===== config.mk =====
export PLATFORM = sky130hd
export DESIGN_NAME = pc_sequencer
export DESIGN_NICKNAME = d
export VERILOG_FILES = /design/src/rtl/pc_sequencer.sv
export SDC_FILE = /design/constraint.sdc
export NUM_CORES = 1
export LEC_CHECK = 0
export ABC_AREA = 1
export BUFFER_PORTS_ARGS = -buffer_cell sky130_fd_sc_hd__buf_2
export CAP_MARGIN = 30
export CORE_ASPECT_RATIO = 0.7
export CORE_MARGIN = 1.5
export CORE_UTILIZATION = 40
export DETAILED_ROUTE_END_ITERATION = 8
export MAX_ROUTING_LAYER = met4
export PLACE_DENSITY = 0.75
export SKIP_CTS_REPAIR_TIMING = 1
export SYNTH_ARGS = -nofsm -noshare
export SYNTH_HDL_FRONTEND = slang
export SYNTH_SLANG_ARGS = --single-unit

===== constraint.sdc =====
create_clock -name clk -period 1.5 [get_ports clk]
set_clock_uncertainty 0.05 [all_clocks]
set_input_delay 0.3 -clock clk [delete_from_list [all_inputs] [get_ports clk]]
set_output_delay 0.3 -clock clk [all_outputs]
set_load 0.005 [all_outputs]

===== src/rtl/pc_sequencer.sv =====
// Fetch-stage PC sequencer: owns the program counter, arbitrates next-PC
// sources and drives the instruction-memory request and flush strobes.
module pc_sequencer #(
  parameter logic [31:0] RESET_VECTOR = 32'h0000_0000,
  parameter logic [31:0] TRAP_VECTOR  = 32'h0000_0080
) (
  input  logic        clk,
  input  logic        reset,
  input  logic        stall,
  input  logic        br_taken,
  input  logic [31:0] br_target,
  input  logic        jump,
  input  logic [31:0] jump_target,
  input  logic        trap,
  input  logic        halt,
  input  logic        imem_ready,
  output logic        imem_req,
  output logic [31:0] imem_addr,
  output logic [31:0] pc,
  output logic [31:0] pc_plus4,
  output logic        if_valid,
  output logic        flush_if,
  output logic        flush_id,
  output logic        halted
);

  typedef enum logic [1:0] {
    BOOT   = 2'd0,
    FETCH  = 2'd1,
    HALTED = 2'd2
  } state_t;

  localparam logic [31:0] ALIGN = 32'hFFFF_FFFC;

  state_t      state;
  state_t      state_nx;
  logic [31:0] pc_nx;

  assign pc_plus4  = pc + 32'd4;
  assign imem_addr = pc;
  assign imem_req  = (state == FETCH);
  assign halted    = (state == HALTED);

  always_comb begin
    state_nx = state;
    pc_nx    = pc;
    if_valid = 1'b0;
    flush_if = 1'b0;
    flush_id = 1'b0;
    case (state)
      BOOT: state_nx = FETCH;
      FETCH: begin
        if (trap) begin
          pc_nx    = TRAP_VECTOR & ALIGN;
          flush_if = 1'b1;
          flush_id = 1'b1;
        end else if (br_taken) begin
          pc_nx    = br_target & ALIGN;
          flush_if = 1'b1;
          flush_id = 1'b1;
        end else if (jump) begin
          pc_nx    = jump_target & ALIGN;
          flush_if = 1'b1;
        end else if (halt) begin
          state_nx = HALTED;
          flush_if = 1'b1;
        end else if (stall) begin
          pc_nx = pc;
        end else if (imem_ready) begin
          pc_nx    = pc_plus4;
          if_valid = 1'b1;
        end
      end
      HALTED: begin
        // only a trap (or reset) wakes the sequencer
        if (trap) begin
          pc_nx    = TRAP_VECTOR & ALIGN;
          state_nx = FETCH;
          flush_if = 1'b1;
          flush_id = 1'b1;
        end
      end
      default: state_nx = BOOT;
    endcase
  end

  always_ff @(posedge clk or posedge reset) begin
    if (reset) begin
      state <= BOOT;
      pc    <= RESET_VECTOR & ALIGN;
    end else begin
      state <= state_nx;
      pc    <= pc_nx;
    end
  end

endmodule


==> results.md <==
- Final setup violation count: between 60 and 70
- Initial Util: between 40% and 50%
- Row count: 27
- Post-synth top cells: 225 x nand2_1, 80 x nor2_1, 39 x buf_4, 39 x inv_1, 32 x dfrtp_1
- Synthesis warning total: 0
- Vias: approximately 4200
- Diode count: 0
- CTS tree: done
- Max frequency: ~490 MHz
- DIE HEIGHT: ~78 µm
- Final Power: approximately 7.9 mW
- Final core utilization: around 67%
- HP Class: in -> async
- Post-synth top flop: dfrtp_1
- Drt drc: 0
- Post-synth EDFFs: 0
- Antenna Nets Post-Route: 0
- Arrival @ worst endpoint: between 1.5 and 2 ns
- Area contributors post-synth: nand2_1 26%, dfrtp_1 25%, nor2_1 9.2%, buf_4 9.0%, nand3_1 4.8%
- Worst Setup Start Kind: register
- Critical Path End Type: output port
- Synth unique cells: 31
- Multi-input logic area: 2410 µm²
- Vias in the first global route: 3688
- Clk sink count: 32
- Max Buffers Root-to-Sink: 2
- Clk Tree Root Cell: clkbuf_16
- Mapped Cells: around 540
- CP delay by family, top: simple AND/OR/NAND/NOR gates
- Peak VDD IR: just over 0.9 mV
- Total area of sequential cells: a little over 800 µm²
- Outcome: finished with violations
- DRT Pass-1 Iters: 4
- Fin. max-slew vios: 0
- Worst-path clk slew: about 0.050 ns
- Setup TNS: -17.03 ns
- Cell Pwr Density: approximately 1500 nW/µm²
- Wirelength per Cell: ~14 µm
- Critical Path Max Stage Delay: between 0.4 and 0.5 ns
- Final worst setup slack: -0.546 ns
- Max Cap Viol: 0
- Tot GR Track Use: ~26%
- Layout cell share with drive strength beyond 1: 51.5%
- Critical path class: reg -> out
- Share of the synthesized area in the top cell type: 26.0%
- Final net count: slightly above 800
- Critical-path cell list: nand2_2, nor2_4, nand2_2, nor2_4, nand3_1, nand2_1, buf_2
- Initial antenna violation count: 0
- Largest fanout on the critical path: 5
- Failing checks: setup timing
- CTS buffer count: 5
- Count of state elements after synthesis: 32
- Setup WS pre-CTS: -0.281 ns
- Final wirelength: 12.2 mm
- Beginning of the critical path: imem_addr[12]$_DFFE_PP0P_
- Top-count cell post-synth: nand2_1
- Worst-Skew Late Latency: about 0.28 ns
- Register area share after synthesis: ~25%
- Port bufs: around 160
- Leak: 2.94 nW
- Mean Syn Cell Area: 5.99 µm²
- H-tree depth: 2
- Detail Placement HPWL: roughly 9 mm
- Reg2reg start: imem_addr[11]$_DFFE_PP0P_
- Area of the core: 7870 µm²
- Tmin final: around 2 ns
- Fin crit share: 136%
- Largest net degree at the start of global routing: 33
- Slowest-stage cell, CP: dfrtp_1
- First-pass GRT wire length: 17.6 mm
- I/O pin total: 173
- Die Width: roughly 110 µm
- Post-synth top area cell: nand2_1
- RSZ-0062 raised after global routing: yes
- Die Area: between 8000 and 9000 µm²
- RePlAce Congestion: 0.918
- Initial DRC count: roughly 230
- Area Growth Syn to Fin: 62.8%
- Buffers & Inverters on Critical Path: 1
- Final hold vios: 0
- Vias per std cell: between 4 and 5
- Mapped Area: roughly 3200 µm²
- Total congestion overflow: 0
- FFs w/ async S/R, synth: 100%
- FILL cells: approximately 660
- WP data required: 1.15 ns
- Worst hold margin: 0.0475 ns
==> metal layers <==
metal	track usage (%)	vias up	routed length, µm
met2	40.1	204	5640
met3	4.71	26	972
met5	-	-	0
li1	-	2040	-
met1	35.6	1900	5400
met4	5.26	0	223
==> path summary, 6_finish.rpt <==
| path | end | slack (ns) | cells past startpoint |
|---|---|---|---|
| setup / recovery | pc_plus4[31] | -0.55 | 7 |
| hold / removal | state[1]$_DFFE_PP0P_ | 0.05 | 3 |
| setup reg to reg | imem_addr[16]$_DFFE_PP0P_ | -0.20 | 10 |
| hold reg to reg | imem_addr[31]$_DFFE_PP0P_ | 0.51 | 2 |
| max in group asynchronous | imem_addr[3]$_DFFE_PP0P_ | 1.01 | 3 |
| min in group clk | imem_addr[24]$_DFFE_PP0P_ | 0.26 | 5 |
==> state kept, by name, summed over array words and instances (netlist names) <==
name,count
imem_addr,30
state,2
==> power by group <==
| part | internal, mW | switching [mW] |
|---|---|---|
| registers | 1.17 | 0.338 |
| clock network | 0.662 | 0.379 |
| logic | 2.66 | 2.66 |
==> cell families after synthesis <==
logic type / after synthesis / share of synthesized area (%)
AO/OA/AOI/OAI: 41 / 6.90
XOR/XNOR: 14 / 5.16
adder cells (fa/ha/maj): 5 / 1.93
buffers and inverters: 94 / 16.4
flip-flops: 32 / 24.7
other: 1 / 0.115
AND/OR/NAND/NOR: 355 / 44.9
==> placed cells by master, fill, tap and decap left out, types with 16 or more instances in the layout <==
| cell | synthesis | final |
|---|---|---|
| inv_1 | 39 | 28 |
| nand2_2 | 4 | 35 |
| nand3_1 | 31 | 19 |
| buf_4 | 39 | 72 |
| buf_2 | 7 | 159 |
| nor2_4 | 7 | 19 |
| buf_6 | 2 | 16 |
| nand2_1 | 225 | 188 |
| dfrtp_1 | 32 | 29 |
| nor2_1 | 80 | 56 |
==> area by class of cell <==
class	count	share of cell area, %
Clock buffer	8	2.77
Inverter	41	3.19
Multi-Input combinational cell	421	45.6
Sequential cell	32	15.2
Tap cell	101	2.39
Timing Repair Buffer	253	30.8
==> worst reg2reg max path, cell delays in order (launching register included) <==
cell and delay (ns):
dfrtp_1 0.41, nand2_1 0.13, nor2_2 0.18, nand2_2 0.11, nor2_4 0.24, xor2_2 0.18, buf_4 0.13, nand2_1 0.04
nand2_1 0.06, nand2_1 0.05, nand2_1 0.07
==> per-stage QoR <==
stage	cell area (µm²)	instances
final	5290	856
after global routing	5290	856
after CTS	4600	838
after detailed placement	4450	830
after global placement	4450	830
after floorplan	3280	547
No activity file was read; power rests on OpenSTA's default activity.
